**config.mk**
```make
export PLATFORM = sky130hd
export DESIGN_NAME = vga_sync_gen
export DESIGN_NICKNAME = d
export VERILOG_FILES = /design/src/rtl/vga_sync_gen.sv
export SDC_FILE = /design/constraint.sdc
export NUM_CORES = 1
export LEC_CHECK = 0
export ABC_AREA = 0
export CAP_MARGIN = 20
export CELL_PAD_IN_SITES_DETAIL_PLACEMENT = 1
export CELL_PAD_IN_SITES_GLOBAL_PLACEMENT = 2
export CORE_MARGIN = 8
export CORE_UTILIZATION = 34
export CTS_BUF_LIST = sky130_fd_sc_hd__clkbuf_4 sky130_fd_sc_hd__clkbuf_8 sky130_fd_sc_hd__clkbuf_16
export CTS_CLUSTER_SIZE = 40
export DETAILED_ROUTE_END_ITERATION = 8
export PLACE_DENSITY_LB_ADDON = 0.1
export SYNTH_ARGS = -nofsm -noshare
export SYNTH_HDL_FRONTEND = slang
export SYNTH_SLANG_ARGS = --single-unit
```
**constraint.sdc**
```tcl
create_clock -name clk -period 6.3 [get_ports clk]
set_input_delay 0.63 -clock clk [delete_from_list [all_inputs] [get_ports clk]]
set_output_delay 0.63 -clock clk [all_outputs]
set_load 0.01 [all_outputs]
```
**src/rtl/vga_sync_gen.sv**
```systemverilog
// VGA raster timing: a pixel-rate strobe from a clock divider, horizontal/vertical
// pixel counters, registered active-low syncs and a frame-wrap pulse.
module vga_sync_gen #(
  parameter int H_DISPLAY = 640,
  parameter int H_FRONT   = 16,
  parameter int H_SYNC    = 96,
  parameter int H_BACK    = 48,
  parameter int V_DISPLAY = 480,
  parameter int V_FRONT   = 10,
  parameter int V_SYNC    = 2,
  parameter int V_BACK    = 33,
  parameter int TICK_DIV  = 2
) (
  input  logic       clk,
  input  logic       reset,
  output logic       p_tick,
  output logic       hsync,
  output logic       vsync,
  output logic       video_on,
  output logic [9:0] pixel_x,
  output logic [9:0] pixel_y,
  output logic       frame_tick
);

  localparam int H_TOTAL = H_DISPLAY + H_FRONT + H_SYNC + H_BACK;
  localparam int V_TOTAL = V_DISPLAY + V_FRONT + V_SYNC + V_BACK;

  localparam logic [9:0] H_MAX    = 10'(H_TOTAL - 1);
  localparam logic [9:0] V_MAX    = 10'(V_TOTAL - 1);
  localparam logic [9:0] H_VIS    = 10'(H_DISPLAY);
  localparam logic [9:0] V_VIS    = 10'(V_DISPLAY);
  localparam logic [9:0] HS_START = 10'(H_DISPLAY + H_FRONT);
  localparam logic [9:0] HS_END   = 10'(H_DISPLAY + H_FRONT + H_SYNC - 1);
  localparam logic [9:0] VS_START = 10'(V_DISPLAY + V_FRONT);
  localparam logic [9:0] VS_END   = 10'(V_DISPLAY + V_FRONT + V_SYNC - 1);
  localparam logic [3:0] DIV_MAX  = 4'(TICK_DIV - 1);

  logic [3:0] div_q, div_d;
  logic       p_tick_q, p_tick_d;
  logic [9:0] x_q, x_d;
  logic [9:0] y_q, y_d;
  logic       hsync_q, hsync_d;
  logic       vsync_q, vsync_d;
  logic       frame_tick_q, frame_tick_d;

  always_comb begin
    div_d        = (div_q == DIV_MAX) ? 4'd0 : div_q + 4'd1;
    p_tick_d     = (div_q == DIV_MAX);
    x_d          = x_q;
    y_d          = y_q;
    frame_tick_d = 1'b0;

    if (p_tick_q) begin
      if (x_q == H_MAX) begin
        x_d          = 10'd0;
        y_d          = (y_q == V_MAX) ? 10'd0 : y_q + 10'd1;
        frame_tick_d = (y_q == V_MAX);
      end else begin
        x_d = x_q + 10'd1;
      end
    end

    // Syncs decode the next counts so they flip on the same edge as the counters.
    hsync_d = !((x_d >= HS_START) && (x_d <= HS_END));
    vsync_d = !((y_d >= VS_START) && (y_d <= VS_END));
  end

  always_ff @(posedge clk or posedge reset) begin
    if (reset) begin
      div_q        <= 4'd0;
      p_tick_q     <= 1'b0;
      x_q          <= 10'd0;
      y_q          <= 10'd0;
      hsync_q      <= 1'b1;
      vsync_q      <= 1'b1;
      frame_tick_q <= 1'b0;
    end else begin
      div_q        <= div_d;
      p_tick_q     <= p_tick_d;
      x_q          <= x_d;
      y_q          <= y_d;
      hsync_q      <= hsync_d;
      vsync_q      <= vsync_d;
      frame_tick_q <= frame_tick_d;
    end
  end

  assign p_tick     = p_tick_q;
  assign hsync      = hsync_q;
  assign vsync      = vsync_q;
  assign pixel_x    = x_q;
  assign pixel_y    = y_q;
  assign frame_tick = frame_tick_q;
  assign video_on   = (x_q < H_VIS) && (y_q < V_VIS);

endmodule

```
; After elaboration in Yosys (flattened, before gate mapping)
; Cells that the tools add are included.
[classes]
addsub = 3
n_mul = 0
div = 0
magnitude_cmp = 6
eq_ne = 3
shifts = 0
muxes = 8
bitwise = 0
n_reduce_logical = 5
[ops]
columns = operator, count
row1 = 10-bit 2-to-1 mux, 5
row2 = 10-bit by 1-bit adder with 10-bit output (second input constant), 2
row3 = 10-bit == test (second input constant), 2
row4 = 10-bit >= comparator (second input constant), 1
row5 = 10-bit by 9-bit >= comparator with 1-bit output (second input constant), 1
row6 = 10-bit <= comparator (second input constant), 1
row7 = 10-bit by 9-bit <= comparator with 1-bit output (second input constant), 1
row8 = 10-bit < comparator (second input constant), 1
row9 = 10-bit by 9-bit < comparator with 1-bit output (second input constant), 1
row10 = 4-bit by 1-bit adder with 4-bit output (second input constant), 1
row11 = 4-bit by 1-bit == test with 1-bit output (second input constant), 1
row12 = 4-bit 2-to-1 mux, 1
row13 = 1-bit logical AND, 3
row14 = 1-bit logical NOT, 2
row15 = 1-bit 2-to-1 mux, 2
[totals]
register_bits = 28
latchBits = 0
ramBits = 0
rom_bits = 0
word_cells = 32
mem_count = 0

; Logic depth before layout (Yosys ltp)
; Gate-level depths: netlist of run 1.
[logic_depth]
word_depth = 7
mapped_depth = 8
depth_no_buf = 6

; Worst setup path after synthesis of run 1
; Ideal clock, no wire load.
[synth_path]
path_kind = register to register
start = register x_q[0] (netlist: pixel_x[0])
end = register vsync_q (netlist: vsync)
setup_time_ns = 0.095
arrival_ns = 2.161
t_required_ns = 6.205
setup_slack_ns = 4.044
path_stages_with_launch = 8
n_path_buf = 1
period_less_slack_ns = 2.256
path_cell_list = dfrtp_1 -> ha_1 -> nand2_2 -> or4_1 -> clkbuf_2 -> or4_4 -> a22oi_1 -> o2111ai_1
[synth_between]
elab_chain_len = 6
elab_cells_between_ends = 7
[synth_rtl]
columns = element, line
row1 = start: declaration, 40  ; logic [9:0] x_q, x_d;
row2 = start signal: assignment, 72  ; x_q <= 10'd0;
row3 = start signal: assignment, 80  ; x_q <= x_d;
row4 = 10-bit == test *, 54  ; if (x_q == H_MAX) begin
row5 = 10-bit 2-to-1 mux *, 54
row6 = 10-bit 2-to-1 mux *, 53  ; if (p_tick_q) begin
row7 = 10-bit by 9-bit >= comparator with 1-bit output / 10-bit by 9-bit <= comparator with 1-bit output (equally long branches), 65  ; vsync_d = !((y_d >= VS_START) && (y_d <= VS_END));
row8 = 1-bit logical AND *, 65
row9 = 1-bit logical NOT *, 65
row10 = net vsync_d, 43  ; logic vsync_q, vsync_d;
row11 = end signal: assignment, 83  ; vsync_q <= vsync_d;
row12 = end: declaration, 43
; Mark *: on every way through the listed nets, which the timed path passes. The rest lies on a longest branch.

; Final worst setup path of run 1
; Same ends and word-level chain as after synthesis.

==> results of run 1 <==
-- through the flow --
step | instance area [µm²] | std cells
floorplan | 1430 | 152
global placement | 1750 | 224
detailed placement | 1750 | 224
CTS | 1820 | 228
global route | 1840 | 229
finish | 1840 | 229
-- report_power, final --
part | internal [mW] | total (mW) | switching [mW]
Clock | 0.0850 | 0.141 | 0.0560
Combinational | 0.00231 | 0.00613 | 0.00382
Sequential | 0.180 | 0.180 | 0
-- flip-flops by register name (all words and copies together), names as in the netlist --
signal	cells
pixel_x	10
pixel_y	10
div_q	4
frame_tick	1
hsync	1
p_tick	1
vsync	1
-- routing by layer --
metal / routed length (µm) / track usage (%)
met5: 0 / 0
met4: 42 / 3.21
met3: 150 / 2.76
met2: 1740 / 18.9
met1: 1740 / 16.3
-- logic make-up (layout without fill, tap and decap cells) --
family                   Yosys count  count (layout)  synth area share, %
AO/OA/AOI/OAI                     24              24                 9.78
XOR/XNOR                          13              13                 7.95
adder cells (fa/ha/maj)            3               3                 2.62
buffers and inverters             13              40                 3.76
flip-flops                        28              28                 49.1
multiplexers                       1               1                0.699
AND/OR/NAND/NOR                   70              70                 26.1
-- cell type report --
| cell class | count | area, µm² | share of cell area, % |
|---|---|---|---|
| inverter | 8 | 30.0 | 1.63 |
| tap | 50 | 62.6 | 3.39 |
| multi-input combinational | 111 | 682 | 37.0 |
| timing repair buffer | 28 | 295 | 16.0 |
| sequential | 28 | 703 | 38.1 |
| clock inverter | 1 | 30.0 | 1.63 |
| clock buffer | 3 | 41.3 | 2.24 |
-- synth_stat cells --
| master | instances |
|---|---|
| clkbuf_1 | 3 |
| dfrtp_1 | 26 |
| nand2_2 | 1 |
| ha_1 | 3 |
| nand3_2 | 1 |
| mux2i_1 | 1 |
| o22ai_1 | 1 |
| o21a_1 | 1 |
| or3b_2 | 1 |
| nand2b_1 | 1 |
| nand4_1 | 5 |
| xor2_1 | 4 |
| clkbuf_2 | 1 |
| a31oi_1 | 2 |
| and3b_1 | 1 |
| xnor2_1 | 9 |
| nor3b_1 | 1 |
| a22oi_1 | 1 |
| a21oi_1 | 5 |
| inv_1 | 8 |
| and3_1 | 2 |
| nor3_1 | 5 |
| buf_4 | 1 |
| nor2b_1 | 2 |
| nand2_1 | 16 |
| o21ai_0 | 10 |
| nor4bb_1 | 1 |
| nand3b_1 | 1 |
| or2_2 | 1 |
| o2111ai_1 | 1 |
| or3_1 | 1 |
| nor4_1 | 2 |
| dfstp_2 | 2 |
| nor2_1 | 14 |
| nand3_1 | 9 |
| nand4bb_1 | 1 |
| o31ai_1 | 2 |
| or4_4 | 1 |
| o211ai_1 | 1 |
| or4_1 | 3 |
-- worst paths after layout --
check	end	cells past startpoint
max	vsync	6
max reg2reg	vsync	6
max in group asynchronous	hsync	3
min in group asynchronous	pixel_y[1]	2
min	p_tick	1
min reg2reg	p_tick	1
-- critical path: stages, from the launching register on --
cell and delay, ns:
dfrtp_1 0.44, ha_1 0.21, nand2_2 0.10, or4_1 0.79, or4_4 0.61, a22oi_1 0.20
o2111ai_1 0.15
-- cells in the final DEF, fill, tap and decap left out, types with 2 or more instances in the layout --
cell             instances
nor2b_1                  2
nor3_1                   5
xnor2_1                  9
clkbuf_8                 3
nand2_1                 16
or4_1                    3
dfstp_2                  2
nand3_1                  9
nand4_1                  5
xor2_1                   4
dfrtp_1                 26
and3_1                   2
o21ai_0                 10
clkdlybuf4s50_1         26
nor2_1                  14
a31oi_1                  2
inv_1                    8
ha_1                     3
o31ai_1                  2
a21oi_1                  5
==> out/qor.tcl, run 1 <==
set qor(cts_buffer_depth) 2
set qor(initial_core_util_pct) 35.6
set qor(port_buffers) 26
set qor(end_kind) {flip-flop}
set qor(worst_ep_required_time_ns) 6.48
set qor(gr-usage-all-layers_pct) 12.1
set qor(avgSynthCellArea_um2) 9.43
set qor(cts.repair.resized) 0
set qor(post_route_cells_drive_above_1_share_pct) 7.82
set qor(cts-htree-levels) 1
set qor(status) {complete, no violations}
set qor(timing.slew.headroom_pct) 66.8
set qor(top_level_ports) 27
set qor(hold_class) {reg -> reg}
set qor(finClkSkew_ns) 0.00294
set qor(number_of_synthesis_warnings) 0
set qor(finalHoldViolations) 0
set qor(fp.dieArea_mm2) 0.00655
set qor(cts.hold.buffers_added) 0
set qor(drv_slew) 0
set qor(clk-insertion-delay-late_ns) 0.27
set qor(synth_seq_cells) 28
set qor(largest_area_contributor_in_the_netlist) {dfrtp_1}
set qor(cp_data_arrival_time_ns) 2.77
set qor(startpoint_type) {flip-flop}
set qor(post-place-ws_ns) 3.71
set qor(detail_route.drc_violations) 0
set qor(grt_setup_unrepaired) {false}
set qor(drt-wirelength-per-cell_um) 16.1
set qor(tightestPinTransition_ns) 0.498
set qor(finalSetupTns_ns) 0
set qor(clockRootBuffer) {clkbuf_8}
set qor(synth.lib_cells_used.distinct) 40
set qor(gpl_wtd_cong) 0.815
set qor(critPathKind) {reg -> reg}
set qor(timing.final.setup_violations) 0
set qor(layout-area-overhead-vs-synth_pct) 28.7
set qor(timing.final.crit_period_ns) 2.59
set qor(chip_height_um) 80.9
set qor(antenna-diode-count) 0
set qor(syn_inst) 152
set qor(finalWorstSetupSlack_ns) 3.71
set qor(floorplan.rows) 23
set qor(seq_area_frac_synth_pct) 49.1
set qor(total_power_mw) 0.327
set qor(floorplan.die.width_um) 80.9
set qor(postRouteAntennaNets) 0
set qor(nets) 185
set qor(maxCapViolations) 0
set qor(vias) 1198
set qor(leakage_nw) 0.738
set qor(tritoncts.num_buffers) 3
set qor(worst_setup_path_startpoint) {pixel_x[0]}
set qor(worst_hold_slack_ns) 0.493
set qor(drtPass1Iterations) 4
set qor(hpwl_mm) 2.74
set qor(detail_route.vias_per_cell) 5.23
set qor(tritoncts_clock_tree) {done}
set qor(final_min_period_over_clock_period_pct) 41.1
set qor(synth.area.top_cells) {dfrtp_1 (45%), xnor2_1 (5.5%), nand2_1 (4.2%), dfstp_2 (3.7%), nor2_1 (3.7%)}
set qor(grt_antenna_before_repair) 0
set qor(ff2ff_setup_slack_ns) 3.71
set qor(global_route_wire_length_before_repair_mm) 6.42
set qor(clk_pin_slew_ns) 0.10
set qor(yosys.area.top_type_share_pct) 45.4
set qor(power.density_cell_area_mw_per_mm2) 177
set qor(r2r_start) {pixel_x[0]}
set qor(totalWireLength_mm) 3.68
set qor(grt_remaining_overflow) 0
set qor(post_synth_instance_area_mm2) 0.00143
set qor(grt_max_degree) 29
set qor(fill_cells) 458
set qor(hp-start) {div_q[3]}
set qor(layout.core_utilization_pct) 45.8
set qor(cts_num_sinks) 28
set qor(max-vdd-ir-drop_uv) 84.5
set qor(max_freq_mhz) 386
set qor(crit_fanout) 16
set qor(cts_setup_buffers) 0
set qor(core_area_mm2) 0.00403
set qor(syn-num-nets) 157
set qor(detailedRoute.firstIterationViolations) 49
set qor(via_count_of_the_first_global_routing_pass) 1279
No activity file was read; power rests on OpenSTA's default activity.
==> inputs of run 2 (changes only) <==
CORE_UTILIZATION = 28   (was 34)
clock period = 2.3 ns   (was 6.3 ns; I/O delays follow)
==> out/qor.tcl, run 2 (same netlist as run 1, synthesis figures left out) <==
set qor(timing.final.setup_violations) 0
set qor(dpl_cell_area_mm2) 0.00185
set qor(maxCapViolations) 0
set qor(hold_class) {in -> async}
set qor(cts_setup_buffers) 0
set qor(layout-area-overhead-vs-synth_pct) 33.2
set qor(final_min_period_over_clock_period_pct) 94.4
set qor(core_area_mm2) 0.00501
set qor(fp.dieArea_mm2) 0.00766
set qor(clk-insertion-delay-late_ns) 0.28
set qor(via_count_of_the_first_global_routing_pass) 1368
set qor(totalWireLength_mm) 4.12
set qor(worst_path_slowest_cell) {or4_1}
set qor(finalWorstSetupSlack_ns) 0.128
set qor(finalSetupTns_ns) 0
set qor(hpwl_mm) 3.08
set qor(cts-htree-levels) 1
set qor(chip_height_um) 87.5
set qor(fill_cells) 603
set qor(timing.slew.headroom_pct) 74.4
set qor(crit_family) {simple AND/OR/NAND/NOR gates}
set qor(critical_path.cell_chain) {ha_1 -> nand2_2 -> or4_1 -> or4_4 -> a22oi_1 -> o2111ai_1}
set qor(layout_common_cells) {dfrtp_1 (26), clkdlybuf4s50_1 (26), nand2_1 (16)}
set qor(drtPass1Iterations) 4
set qor(detailedRoute.firstIterationViolations) 47
set qor(post-place-ws_ns) 0.136
set qor(end_kind) {flip-flop}
set qor(cts_buffer_depth) 2
set qor(detail_route.vias_per_cell) 4.90
set qor(tritoncts.num_buffers) 3
set qor(cts.repair.resized) 0
set qor(vias) 1270
set qor(critPathKind) {reg -> reg}
set qor(finClkSkew_ns) 0.00292
set qor(floorplan.rows) 26
set qor(top_level_ports) 27
set qor(crit_fanout) 5
set qor(postRouteAntennaNets) 0
set qor(max-vdd-ir-drop_uv) 197
set qor(cts_num_sinks) 28
set qor(critical_path_depth) 6
set qor(port_buffers) 26
set qor(leakage_nw) 0.773
set qor(grt_remaining_overflow) 0
set qor(grt_setup_unrepaired) {false}
set qor(detail_route.drc_violations) 0
set qor(clk_pin_slew_ns) 0.10
set qor(clockRootBuffer) {clkbuf_8}
set qor(count_of_cells_along_the_worst_register_to_register_path) 6
set qor(final_area_mm2) 0.00191
set qor(tightestPinTransition_ns) 0.384
set qor(cp_data_arrival_time_ns) 2.37
set qor(timing.final.crit_period_ns) 2.17
set qor(power.density_cell_area_mw_per_mm2) 434
set qor(gpl_wtd_cong) 0.710
set qor(drv_slew) 0
set qor(startpoint_type) {flip-flop}
set qor(global_route_wire_length_before_repair_mm) 6.88
set qor(gr-usage-all-layers_pct) 11.6
set qor(cts.hold.buffers_added) 0
set qor(max_freq_mhz) 460
set qor(drt-wirelength-per-cell_um) 15.9
set qor(finalHoldViolations) 0
set qor(antenna-diode-count) 0
set qor(floorplan.die.width_um) 87.5
set qor(post_route_cells_drive_above_1_share_pct) 12.7
set qor(tritoncts_clock_tree) {done}
set qor(nets) 195
set qor(initial_core_util_pct) 28.6
set qor(grt_antenna_before_repair) 0
set qor(worst_ep_required_time_ns) 2.50
set qor(worst_hold_slack_ns) 0.315
set qor(status) {complete, no violations}
set qor(grt_max_degree) 29
set qor(critPathBufInv) 0
set qor(cp_slowest_stage_delay_ns) 0.59
-- run 2: changes by cell type in the layout (fill, tap and decap cells not counted), sizes merged --
cell and delta:
clkbuf +1, bufinv -1, buf +10
-- run 2: tightest hold or removal path, stage by stage --
cell and delay [ns]:
clkdlybuf4s50_1 0.39, inv_1 0.05, buf_4 0.35
-- run 2: area by class of cell --
class	count	area [µm²]	share of cell area [%]
sequential	28	703	36.9
multi-input combinational	111	682	35.7
timing repair buffer	38	350	18.4
tap	70	87.6	4.59
clock buffer	4	55.1	2.89
inverter	8	30.0	1.57
-- run 2: metal layers --
| metal | GRT usage, % | share of wire [%] | vias to the layer above |
|---|---|---|---|
| met3 | 2.63 | 3.9 | 4 |
| met1 | 13.7 | 45 | 646 |
| met4 | 4.38 | 1.1 | 0 |
| li1 | - | - | 602 |
| met2 | 19.8 | 50 | 18 |
| met5 | 0 | 0 | - |
-- run 2: report_power, final --
part           total [mW]  internal (mW)  switching, mW
logic              0.0130        0.00272         0.0103
clock network       0.323          0.154          0.169
registers           0.492          0.492              0
-- run 2: path summary, 6_finish.rpt --
kind | start | endpoint | slack [ns]
max reg2reg | pixel_x[1] | vsync | 0.13
min reg2reg | div_q[3] | p_tick | 0.49
min in group clk | div_q[3] | p_tick | 0.49
max in group asynchronous | reset | hsync | 1.67
min | reset | pixel_y[8] | 0.31
max | pixel_x[1] | vsync | 0.13
-- run 2: per-stage QoR --
stage	util, %	total power, mW	std cells
6_report	38.1	0.828	259
5_1_grt	38.1	0.855	259
4_1_cts	38.1	0.840	259
3_5_place_dp	37.0	0.516	255
3_3_place_gp	37.0	0.515	255
2_1_floorplan	-	0.509	152
